**src/rtl/pipeline_hazard_ctrl_if.sv**
```systemverilog
// Hazard/stall bundle between the pipeline datapath and the hazard controller.
// master: pipeline side driving hazard inputs; slave: the controller.
interface pipeline_hazard_ctrl_if;
    logic [4:0] id_rs1;
    logic [4:0] id_rs2;
    logic       id_use_rs1;
    logic       id_use_rs2;
    logic [4:0] ex_a_wr;
    logic       ex_RegWrite;
    logic [1:0] ex_result_src;
    logic       ex_branch_taken;
    logic       mem_req;
    logic       mem_ready;
    logic       err_clr;
    logic       pc_stall;
    logic       stall_ifid;
    logic       stall_idex;
    logic       stall_exmem;
    logic       flush_ifid;
    logic       flush_idex;
    logic       flush_memwb;
    logic       mem_abort;
    logic       timeout_err;
    logic [1:0] state;

    modport master (
        output id_rs1, id_rs2, id_use_rs1, id_use_rs2,
        output ex_a_wr, ex_RegWrite, ex_result_src,
        output ex_branch_taken, mem_req, mem_ready, err_clr,
        input  pc_stall, stall_ifid, stall_idex, stall_exmem,
        input  flush_ifid, flush_idex, flush_memwb,
        input  mem_abort, timeout_err, state
    );

    modport slave (
        input  id_rs1, id_rs2, id_use_rs1, id_use_rs2,
        input  ex_a_wr, ex_RegWrite, ex_result_src,
        input  ex_branch_taken, mem_req, mem_ready, err_clr,
        output pc_stall, stall_ifid, stall_idex, stall_exmem,
        output flush_ifid, flush_idex, flush_memwb,
        output mem_abort, timeout_err, state
    );
endinterface

```
**src/rtl/pipeline_hazard_ctrl.sv**
```systemverilog
// Stall/flush sequencer: load-use, taken branch, and wait-state
// peripheral accesses with timeout abort.
module pipeline_hazard_ctrl #(
    parameter int TIMEOUT_CYCLES = 255,
    parameter int CNT_W          = 8
) (
    input logic                  clk,
    input logic                  rst,
    pipeline_hazard_ctrl_if.slave hz
);
    typedef enum logic [1:0] {
        RUN   = 2'b00,
        WAIT  = 2'b01,
        ABORT = 2'b10
    } state_t;

    localparam logic [CNT_W-1:0] CNT_TO  = CNT_W'(TIMEOUT_CYCLES);
    localparam logic [CNT_W-1:0] CNT_MAX = '1;

    state_t           st, st_nx;
    logic [CNT_W-1:0] cnt, cnt_nx;
    logic             err, set_err;
    logic             lu, mh;

    assign lu = hz.ex_RegWrite && (hz.ex_result_src == 2'b01) &&
                (hz.ex_a_wr != 5'd0) &&
                ((hz.id_use_rs1 && (hz.id_rs1 == hz.ex_a_wr)) ||
                 (hz.id_use_rs2 && (hz.id_rs2 == hz.ex_a_wr)));
    assign mh = hz.mem_req && !hz.mem_ready;

    assign hz.state       = st;
    assign hz.timeout_err = err;

    always_ff @(posedge clk) begin
        if (rst) begin
            st  <= RUN;
            cnt <= '0;
            err <= 1'b0;
        end else begin
            st  <= st_nx;
            cnt <= cnt_nx;
            if (set_err)
                err <= 1'b1;
            else if (hz.err_clr)
                err <= 1'b0;
        end
    end

    always_comb begin
        st_nx          = st;
        cnt_nx         = cnt;
        set_err        = 1'b0;
        hz.pc_stall    = 1'b0;
        hz.stall_ifid  = 1'b0;
        hz.stall_idex  = 1'b0;
        hz.stall_exmem = 1'b0;
        hz.flush_ifid  = 1'b0;
        hz.flush_idex  = 1'b0;
        hz.flush_memwb = 1'b0;
        hz.mem_abort   = 1'b0;
        if (rst) begin
            // Bubbles everywhere so pipeline registers clear alongside us
            hz.flush_ifid  = 1'b1;
            hz.flush_idex  = 1'b1;
            hz.flush_memwb = 1'b1;
            st_nx          = RUN;
            cnt_nx         = '0;
        end else begin
            unique case (st)
                RUN: begin
                    if (mh) begin
                        hz.pc_stall    = 1'b1;
                        hz.stall_ifid  = 1'b1;
                        hz.stall_idex  = 1'b1;
                        hz.stall_exmem = 1'b1;
                        hz.flush_memwb = 1'b1;
                        st_nx          = WAIT;
                        cnt_nx         = CNT_W'(1);
                    end else if (hz.ex_branch_taken) begin
                        hz.flush_ifid = 1'b1;
                        hz.flush_idex = 1'b1;
                    end else if (lu) begin
                        hz.pc_stall   = 1'b1;
                        hz.stall_ifid = 1'b1;
                        hz.flush_idex = 1'b1;
                    end
                end
                WAIT: begin
                    if (hz.mem_ready) begin
                        st_nx  = RUN;
                        cnt_nx = '0;
                        if (hz.ex_branch_taken) begin
                            hz.flush_ifid = 1'b1;
                            hz.flush_idex = 1'b1;
                        end else if (lu) begin
                            hz.pc_stall   = 1'b1;
                            hz.stall_ifid = 1'b1;
                            hz.flush_idex = 1'b1;
                        end
                    end else begin
                        hz.pc_stall    = 1'b1;
                        hz.stall_ifid  = 1'b1;
                        hz.stall_idex  = 1'b1;
                        hz.stall_exmem = 1'b1;
                        hz.flush_memwb = 1'b1;
                        if (cnt == CNT_TO)
                            st_nx = ABORT;
                        else if (cnt != CNT_MAX)
                            cnt_nx = cnt + 1'b1;
                    end
                end
                ABORT: begin
                    hz.mem_abort   = 1'b1;
                    hz.flush_memwb = 1'b1;
                    set_err        = 1'b1;
                    cnt_nx         = '0;
                    st_nx          = RUN;
                end
                default: begin
                    st_nx  = RUN;
                    cnt_nx = '0;
                end
            endcase
        end
    end
endmodule
```
**src/flat_wrapper.sv**
```systemverilog
// flat-port wrapper written by rule: the top's interface ports become plain ports
module pipeline_hazard_ctrl_flat 
#(
    parameter int TIMEOUT_CYCLES = 255,
    parameter int CNT_W          = 8
)
  (clk, rst, hz_id_rs1, hz_id_rs2, hz_id_use_rs1, hz_id_use_rs2, hz_ex_a_wr, hz_ex_RegWrite, hz_ex_result_src, hz_ex_branch_taken, hz_mem_req, hz_mem_ready, hz_err_clr, hz_pc_stall, hz_stall_ifid, hz_stall_idex, hz_stall_exmem, hz_flush_ifid, hz_flush_idex, hz_flush_memwb, hz_mem_abort, hz_timeout_err, hz_state);
  pipeline_hazard_ctrl_if hz_i ();
  input logic clk;
  input logic rst;
  input wire logic [$bits(hz_i.id_rs1)-1:0] hz_id_rs1;
  input wire logic [$bits(hz_i.id_rs2)-1:0] hz_id_rs2;
  input wire logic [$bits(hz_i.id_use_rs1)-1:0] hz_id_use_rs1;
  input wire logic [$bits(hz_i.id_use_rs2)-1:0] hz_id_use_rs2;
  input wire logic [$bits(hz_i.ex_a_wr)-1:0] hz_ex_a_wr;
  input wire logic [$bits(hz_i.ex_RegWrite)-1:0] hz_ex_RegWrite;
  input wire logic [$bits(hz_i.ex_result_src)-1:0] hz_ex_result_src;
  input wire logic [$bits(hz_i.ex_branch_taken)-1:0] hz_ex_branch_taken;
  input wire logic [$bits(hz_i.mem_req)-1:0] hz_mem_req;
  input wire logic [$bits(hz_i.mem_ready)-1:0] hz_mem_ready;
  input wire logic [$bits(hz_i.err_clr)-1:0] hz_err_clr;
  output wire logic [$bits(hz_i.pc_stall)-1:0] hz_pc_stall;
  output wire logic [$bits(hz_i.stall_ifid)-1:0] hz_stall_ifid;
  output wire logic [$bits(hz_i.stall_idex)-1:0] hz_stall_idex;
  output wire logic [$bits(hz_i.stall_exmem)-1:0] hz_stall_exmem;
  output wire logic [$bits(hz_i.flush_ifid)-1:0] hz_flush_ifid;
  output wire logic [$bits(hz_i.flush_idex)-1:0] hz_flush_idex;
  output wire logic [$bits(hz_i.flush_memwb)-1:0] hz_flush_memwb;
  output wire logic [$bits(hz_i.mem_abort)-1:0] hz_mem_abort;
  output wire logic [$bits(hz_i.timeout_err)-1:0] hz_timeout_err;
  output wire logic [$bits(hz_i.state)-1:0] hz_state;
  assign hz_i.id_rs1 = hz_id_rs1;
  assign hz_i.id_rs2 = hz_id_rs2;
  assign hz_i.id_use_rs1 = hz_id_use_rs1;
  assign hz_i.id_use_rs2 = hz_id_use_rs2;
  assign hz_i.ex_a_wr = hz_ex_a_wr;
  assign hz_i.ex_RegWrite = hz_ex_RegWrite;
  assign hz_i.ex_result_src = hz_ex_result_src;
  assign hz_i.ex_branch_taken = hz_ex_branch_taken;
  assign hz_i.mem_req = hz_mem_req;
  assign hz_i.mem_ready = hz_mem_ready;
  assign hz_i.err_clr = hz_err_clr;
  assign hz_pc_stall = hz_i.pc_stall;
  assign hz_stall_ifid = hz_i.stall_ifid;
  assign hz_stall_idex = hz_i.stall_idex;
  assign hz_stall_exmem = hz_i.stall_exmem;
  assign hz_flush_ifid = hz_i.flush_ifid;
  assign hz_flush_idex = hz_i.flush_idex;
  assign hz_flush_memwb = hz_i.flush_memwb;
  assign hz_mem_abort = hz_i.mem_abort;
  assign hz_timeout_err = hz_i.timeout_err;
  assign hz_state = hz_i.state;
  pipeline_hazard_ctrl #(.TIMEOUT_CYCLES(TIMEOUT_CYCLES), .CNT_W(CNT_W)) u_core (.clk(clk), .rst(rst), .hz(hz_i));
endmodule
```
**config.mk**
```make
export PLATFORM = sky130hd
export DESIGN_NAME = pipeline_hazard_ctrl_flat
export DESIGN_NICKNAME = d
export VERILOG_FILES = /design/src/rtl/pipeline_hazard_ctrl_if.sv /design/src/rtl/pipeline_hazard_ctrl.sv /design/src/flat_wrapper.sv
export SDC_FILE = /design/constraint.sdc
export NUM_CORES = 1
export LEC_CHECK = 0
export BUFFER_PORTS_ARGS = -buffer_cell sky130_fd_sc_hd__buf_4
export CAP_MARGIN = 15
export CORE_AREA = 2 2 46 48
export CTS_CLUSTER_SIZE = 20
export DETAILED_ROUTE_END_ITERATION = 10
export DIE_AREA = 0 0 48 50
export PLACE_DENSITY = 0.85
export SLEW_MARGIN = 30
export SYNTH_ARGS = -nofsm -noshare
export SYNTH_HDL_FRONTEND = slang
export SYNTH_SLANG_ARGS = --single-unit
```
**constraint.sdc**
```tcl
create_clock -name clk -period 2 [get_ports clk]
set_input_delay 0.4 -clock clk [delete_from_list [all_inputs] [get_ports clk]]
set_output_delay 0.4 -clock clk [all_outputs]
set_load 0.01 [all_outputs]
```
After elaboration in Yosys (flattened, before gate mapping)
Index checks and enable logic that the tools add are counted.

Flip-flop bits (word level): 11. Output and inout bits: 11.

Add/subtract/negate cells: 1. Equal/unequal tests: 11. Mux-type cells: 35. Reductions and logical operators: 13.

Operators by type and width (count): two-way mux 8 bit (4); two-way mux 1 bit (21); one-hot mux 8 bit (2 select lines) (1); equality test 5 bit (2); adder 8 x 1 -> 8 bit (second input constant) (1); equality test 8 bit (second input constant) (1); != test 8 bit (second input constant) (1); one-hot mux 1 bit (2 select lines) (4); logical AND 1 bit (6); two-way mux 2 bit (3); != test 3 x 2 -> 1 bit (second input constant) (2); nonzero test 5 bit (1); equality test 2 x 1 -> 1 bit (second input constant) (2); one-hot mux 2 bit (2 select lines) (1); != test 3 bit (second input constant) (1); one-hot mux 1 bit (3 select lines) (1); AND reduction 3 bit (1); equality test 2 bit (second input constant) (1); logical NOT 2 bit (1); != test 2 x 1 -> 1 bit (second input constant) (1); AND reduction 2 bit (1); nonzero test 2 bit (1); logical NOT 1 bit (1); logical OR 1 bit (1).

Longest topological paths before layout
Gate-level depths: netlist (run 1).

Depth after elaboration: 9. Depth in mapped cells: 5. Gate-level depth less buffers: 5.

Least setup slack after synthesis (run 1)
OpenSTA, ideal clock, no wires.

Path kind: input to output. Start point: in hz_ex_a_wr[3]. End point: out hz_stall_ifid. Arrival: 1.487 ns. Required time: 1.600 ns. Path slack: 0.113 ns. Cell stages on the path: 5. Path buffers: 1. Cell sequence: xor2_1 > nor4_1 > a32oi_1 > o21ai_0 > buf_4.

Longest elaborated chain between the ends: 9. Elaborated cells between the ends (all ways): 14. Those cells by class: eq/ne: 2; mux: 6; reduce/logical: 6.

RTL lines: from (decl) (line flat_wrapper.sv:15) `input wire logic [$bits(hz_i.ex_a_wr)-1:0] hz_ex_a_wr;`; equality test 5 bit, on equally long branches (line pipeline_hazard_ctrl.sv:27, pipeline_hazard_ctrl.sv:28); logical AND 1 bit, on equally long branches (line pipeline_hazard_ctrl.sv:27, pipeline_hazard_ctrl.sv:28); logical OR 1 bit (line pipeline_hazard_ctrl.sv:27) `((hz.id_use_rs1 && (hz.id_rs1 == hz.ex_a_wr)) ||`; logical AND 1 bit * (line pipeline_hazard_ctrl.sv:26) `(hz.ex_a_wr != 5'd0) &&`; two-way mux 1 bit * (2 in a row); two-way mux 1 bit, on equally long branches; one-hot mux 1 bit (2 select lines) *; two-way mux 1 bit *; to (decl) (line flat_wrapper.sv:23) `output wire logic [$bits(hz_i.stall_ifid)-1:0] hz_stall_ifid;`.

Mark *: on every way between the ends. The rest lies on a longest branch, timed or not.

Worst setup path in the final report (run 1)
Start point: reg u_core.st[0] (netlist: u_core.hz.state[0]). End point: out hz_flush_memwb.

Longest elaborated chain between the ends: 3. Elaborated cells between the ends (all ways): 5. Those cells by class: eq/ne: 2; mux: 2; reduce/logical: 1.

RTL lines: from (decl) (line pipeline_hazard_ctrl.sv:20) `state_t st, st_nx;`; from (signal assigned) (line pipeline_hazard_ctrl.sv:40) `st <= st_nx;`; equality test 2 bit, or another cell as far along (line pipeline_hazard_ctrl.sv:69) `unique case (st)`; one-hot mux 1 bit (3 select lines) * (line pipeline_hazard_ctrl.sv:69); two-way mux 1 bit * (line pipeline_hazard_ctrl.sv:61) `if (rst) begin`; to (decl) (line flat_wrapper.sv:28) `output wire logic [$bits(hz_i.flush_memwb)-1:0] hz_flush_memwb;`.

Marked as above.

==> results of run 1 <==
-- through the flow --
step	setup WS (ns)	cells	area, um2	util, %	power [W]
floorplan	0.1126	98	833.3	-	0.0002869
global placement	0.1105	158	1120	58.88	0.0003518
detailed placement	0.03470	158	1120	58.88	0.0003566
CTS	0.02634	162	1146	60.26	0.0005131
global route	0.02510	162	1147	60.33	0.0005379
finish	0.1093	162	1147	60.33	0.0005077
-- how the worst max path moves through the flow --
stage	endpoint	slack, ns	cells after the start
after floorplan	hz_stall_ifid	0.11	5
after global placement	hz_pc_stall	0.11	6
after detailed placement	hz_stall_ifid	0.03	6
after CTS	hz_stall_ifid	0.03	6
after global routing	hz_flush_idex	0.03	6
final	hz_flush_memwb	0.11	5
-- layer usage --
layer / global-route usage [%] / wire (um)
met5: 0 / 0
met4: 8.108 / 45
met3: 5.128 / 168
met2: 34.00 / 1081
met1: 21.98 / 791
-- repair_timing --
action / in CTS / in global routing
hold endpoints to repair: 0 / 0
setup endpoints to repair: 0 / 3
gates resized for setup: 0 / 2
-- power by group --
group / internal (W) / switching [W] / leakage (nW) / total (W)
Sequential: 0.000222 / 0.00000445 / 0.0895 / 0.000226
Clock: 0.0000773 / 0.0000792 / 0.0150 / 0.000157
Combinational: 0.0000699 / 0.0000548 / 0.372 / 0.000125
Total: 0.000369 / 0.000138 / 0.477 / 0.000508
-- kinds of logic (layout without fill, tap and decap cells) --
logic type	count (synthesis)	count (layout)	synth area share, %
flip-flops	11	11	26.43
buffers and inverters	7	44	4.354
adder cells (fa/ha/maj)	1	1	1.501
multiplexers	1	1	1.201
AO/OA/AOI/OAI	27	27	23.58
AND/OR/NAND/NOR	41	41	32.43
XOR/XNOR	10	10	10.51
-- final cells by class --
cell class | count | area (um2)
Multi-Input combinational cell | 80 | 576.8
Tap cell | 27 | 33.78
Inverter | 3 | 11.26
Timing Repair Buffer | 37 | 277.8
Clock buffer | 4 | 26.28
Fill cell | 179 | 754.5
Sequential cell | 11 | 221.5
-- cells in the final DEF (no fill, tap or decap), types with 3 or more instances in the layout --
master / instances
nand2_1: 5
clkbuf_4: 3
xor2_1: 8
inv_1: 3
nor3_1: 3
nand3b_1: 4
dfxtp_1: 10
o31ai_1: 4
buf_4: 37
nor2_1: 7
a21oi_1: 10
or4_1: 4
nand3_1: 3
-- worst max-delay path, delay by kind of cell (launching register included) --
kind	cells	cell delay, ns
AOI/OAI and AO/OA	2	0.28
and+or+nand+nor	2	0.44
DFF	1	0.35
buffers and inverters	1	0.15
-- state kept, by name (all words and copies together) (netlist names) --
signal,count
u_core.hz.state,2
u_core.hz.timeout_err,1
u_core.cnt,8
==> results_dict.tcl, run 1 <==
set metrics [dict create \
    status "finished clean" \
    crit_arrival_ns 1.49 \
    cp_max_fo 5 \
    worst_pin_slew_ns 0.6579 \
    slowest_stage "dfxtp_1" \
    clk_pin_slew_ns 0.08 \
    rsz0062_at_grt "false" \
    max_freq_mhz 528.9 \
    yosysWarnings 0 \
    finalSetupViolCount 0 \
    start_util_pct 43.82 \
    startpoint_type "flip-flop" \
    antenna_found_initial 0 \
    worst_setup_path_end_kind "output pin" \
    whs_ns 0.3399 \
    yosys-top-cells-area "dfxtp_1 26%, xor2_1 8.4%, a21oi_1 6.0%" \
    crit_type "reg2out" \
    via_count 892 \
    synth_top_area_cell "dfxtp_1" \
    dpl.hpwl_um 1707 \
    grt_overflow_total 0 \
    wl_per_cell_um 12.88 \
    setup.worst_path.start "u_core.hz.state[0]$_SDFFE_PP0P_" \
    routed_wirelength_um 2087 \
    r2r_slack_ns 0.29 \
    cts_tree "yes" \
    cp_data_required_time_ns 1.60 \
    cap_violations 0 \
    synth.most_common_cell "dfxtp_1" \
    grt_pass1_wl_um 3491 \
    whs_endpoint "u_core.hz.state[1]$_SDFFE_PP0P_" \
    drt_first_pass_iters 4 \
    syn_nets 125 \
    viasPerCell 5.506 \
    clock_skew_ns 0.007220 \
    synth.distinct_cells 38 \
    min_period_ns 1.891 \
    regToRegStartpoint "u_core.cnt[0]$_SDFFE_PP0P_" \
    netlist.area_leader.share_pct 26.43 \
    core_mm2 0.001902 \
    globalRouteTotalUtil_pct 19.86 \
    slew_headroom_pct 55.80 \
    syn_area_per_cell_um2 8.503 \
    crit_chain "o21ba_2 > nor2_1 > a21oi_1 > or2_2 > buf_4" \
    synth_edf_count 0 \
    postCtsSetupBuffers 0 \
    fin_crit_sh_pct 94.53 \
    die_h_um 50 \
    async_reset_ff_share_pct 0 \
    synthFlopType "dfxtp_1" \
    powerDensity_mw_per_mm2 442.5 \
    synthTopCellsByCount "11 x dfxtp_1, 10 x a21oi_1, 8 x xor2_1, 7 x nor2_1, 5 x nand2_1" \
    diodes 0 \
    numPortBuffers 36 \
    power_leakage_nw 0.4766 \
    fp.dieArea_mm2 0.002400 \
    rr_endpoint "u_core.cnt[5]$_SDFFE_PP0P_" \
    drive_gt1_share_pct 37.04 \
    die_w_um 48 \
    yosysSeqAreaShare_pct 26.43 \
    slowest_delay_ns 0.35 \
    syn_to_final_growth_pct 37.69 \
    io_pins 37 \
    clock_tree.buffer_depth 2 \
    drt-initial-drc-count 6 \
    numCtsBuffers 3 \
    setup_tns_ns 0 \
    final_nets 163 \
    synthCells 98 \
    final_max_slew_viol_count 0 \
    whs_path_depth 2 \
    num_rows 16 \
    synth_area_um2 833.3 \
    htree_num_levels 1 \
    drcViolationCount 0 \
    cts_hold_buf 0 \
    grt_pass1_vias 881 \
    clock_latency_ns 0.28 \
    routabilityCongestion 0.8457 \
    hold_viol 0 \
    ys_ff_latch 11 \
    antenna_left 0 \
    worstHoldStart "rst" \
    ir_drop_v 0.0002865 \
    grt_max_degree 12 \
    cts_root_buffer "clkbuf_4" \
    hold_class "in2reg" \
    clock_sinks 11 \
    reg2regPathDepth 5 \
]
(Power assumes the default switching activity.)
==> run 2: changes to the inputs <==
- BUFFER_PORTS_ARGS: -buffer_cell sky130_fd_sc_hd__buf_4 -> not set
- CORE_AREA: 2 2 46 48 -> 2 2 42 44
- DIE_AREA: 0 0 48 50 -> 0 0 44 46
- DONT_BUFFER_PORTS: not set -> 1
- PLACE_DENSITY: 0.85 -> 0.79
==> run 2 against run 1 <==
Die area decreased by 16%. Combinational power decreased by 46%. Global-route usage decreased by 0.29 points. Worst hold slack got worse by 0.17 ns. Fmax increased by 2.7%. Critical path type unchanged. Largest power group unchanged.
==> results_dict.tcl, run 2 (same netlist as run 1, synthesis figures left out) <==
set metrics [dict create \
    clk_pin_slew_ns 0.07 \
    rsz0062_at_grt "false" \
    crit_arrival_ns 1.44 \
    fillCellCount 143 \
    grt_pass1_vias 646 \
    grt_pass1_wl_um 2884 \
    via_count 760 \
    power_leakage_nw 0.3157 \
    min_period_ns 1.841 \
    setup_tns_ns 0 \
    cts_hold_buf 0 \
    antenna_found_initial 0 \
    numPortBuffers 0 \
    grt_use_met3_pct 6.349 \
    largest_reg_flops 8 \
    cts_tree "yes" \
    finalSetupViolCount 0 \
    postCtsSetupBuffers 0 \
    antenna_left 0 \
    routed_wirelength_um 1758 \
    die_w_um 44 \
    final_nets 130 \
    r2r_slack_ns 0.29 \
    startpoint_type "flip-flop" \
    grt_use_met2_pct 29.41 \
    slew_headroom_pct 57.81 \
    fp.dieArea_mm2 0.002024 \
    worst_setup_path_end_kind "output pin" \
    clock_sinks 11 \
    drcViolationCount 0 \
    core_mm2 0.001614 \
    wl_per_cell_um 14.77 \
    final_max_slew_viol_count 0 \
    largest_register "u_core.cnt" \
    drt_first_pass_iters 6 \
    cts_resized 0 \
    cap_violations 0 \
    dpl.hpwl_um 1323 \
    io_pins 37 \
    viasPerCell 6.387 \
    grt_max_degree 10 \
    cp_data_required_time_ns 1.60 \
    max_freq_mhz 543.2 \
    crit_type "reg2out" \
    cts_root_buffer "clkbuf_4" \
    met1_usage_pct 24.34 \
    hold_viol 0 \
    final_cell_mix "11 x dfxtp_1, 10 x a21oi_1, 8 x xor2_1" \
    worst_pin_slew_ns 0.6280 \
    whs_ns 0.1747 \
    die_h_um 46 \
    grt.busiest_layer "met2" \
    clock_latency_ns 0.28 \
    final_common_cell "dfxtp_1" \
    drt-initial-drc-count 17 \
    ir_drop_v 0.0002880 \
    grt_overflow_total 0 \
    fin_crit_sh_pct 92.04 \
    drive_gt1_share_pct 15.69 \
    numCtsBuffers 3 \
    clock_skew_ns 0.0003380 \
    status "finished clean" \
    syn_to_final_growth_pct 6.306 \
    routabilityCongestion 0.7886 \
    htree_num_levels 1 \
    clock_tree.buffer_depth 2 \
    cp_max_fo 8 \
    hold_class "in2reg" \
    start_util_pct 51.63 \
    powerDensity_mw_per_mm2 512.8 \
    num_rows 15 \
    diodes 0 \
    globalRouteTotalUtil_pct 19.57 \
]
## run 2: cell type report
cell class,count,area [um2],area share [%]
tap,17,21.27,2.401
sequential,11,220.2,24.86
timing repair buffer,4,30.03,3.390
clock buffer,4,26.28,2.966
multi-input combinational,80,576.8,65.11
inverter,3,11.26,1.271
## run 2: final timing paths
check	start	endpoint	depth (start not counted)
min reg2reg	u_core.hz.timeout_err$_SDFFE_PP0P_	u_core.hz.timeout_err$_SDFFE_PP0P_	2
max reg2reg	u_core.cnt[1]$_SDFFE_PP0P_	u_core.cnt[7]$_SDFFE_PP0P_	5
min	rst	u_core.hz.timeout_err$_SDFFE_PP0P_	1
max	u_core.hz.state[0]$_SDFFE_PP0P_	hz_flush_idex	4
## run 2: critical path: stages (launching register included)
cell and delay (ns):
dfxtp_1 0.38, o21ba_2 0.24, nor2_1 0.16, a21o_1 0.20, o21bai_1 0.18
## run 2: metal layers
| metal | vias to the layer above | part of all wire (%) |
|---|---|---|
| met4 | 0 | 2.8 |
| met3 | 5 | 7.5 |
| li1 | 373 | - |
| met1 | 348 | 42 |
| met2 | 34 | 48 |
| met5 | - | 0 |
## run 2: where the power goes
| part | switching (W) | internal, W | leakage (nW) |
|---|---|---|---|
| registers | 0.00000350 | 0.000222 | 0.0890 |
| clock network | 0.0000836 | 0.0000776 | 0.0150 |
| logic | 0.0000350 | 0.0000326 | 0.212 |
## run 2: through the flow
step	setup WS [ns]	power (W)	cells	utilization, %	cell area (um2)
2_1_floorplan	0.1126	0.0002869	98	-	833.3
3_3_place_gp	0.2932	0.0002963	115	53.26	859.6
3_5_place_dp	0.2891	0.0002977	115	53.26	859.6
4_1_cts	0.1431	0.0004581	119	54.88	885.9
5_1_grt	0.04501	0.0004748	119	54.88	885.9
6_report	0.1591	0.0004543	119	54.88	885.9
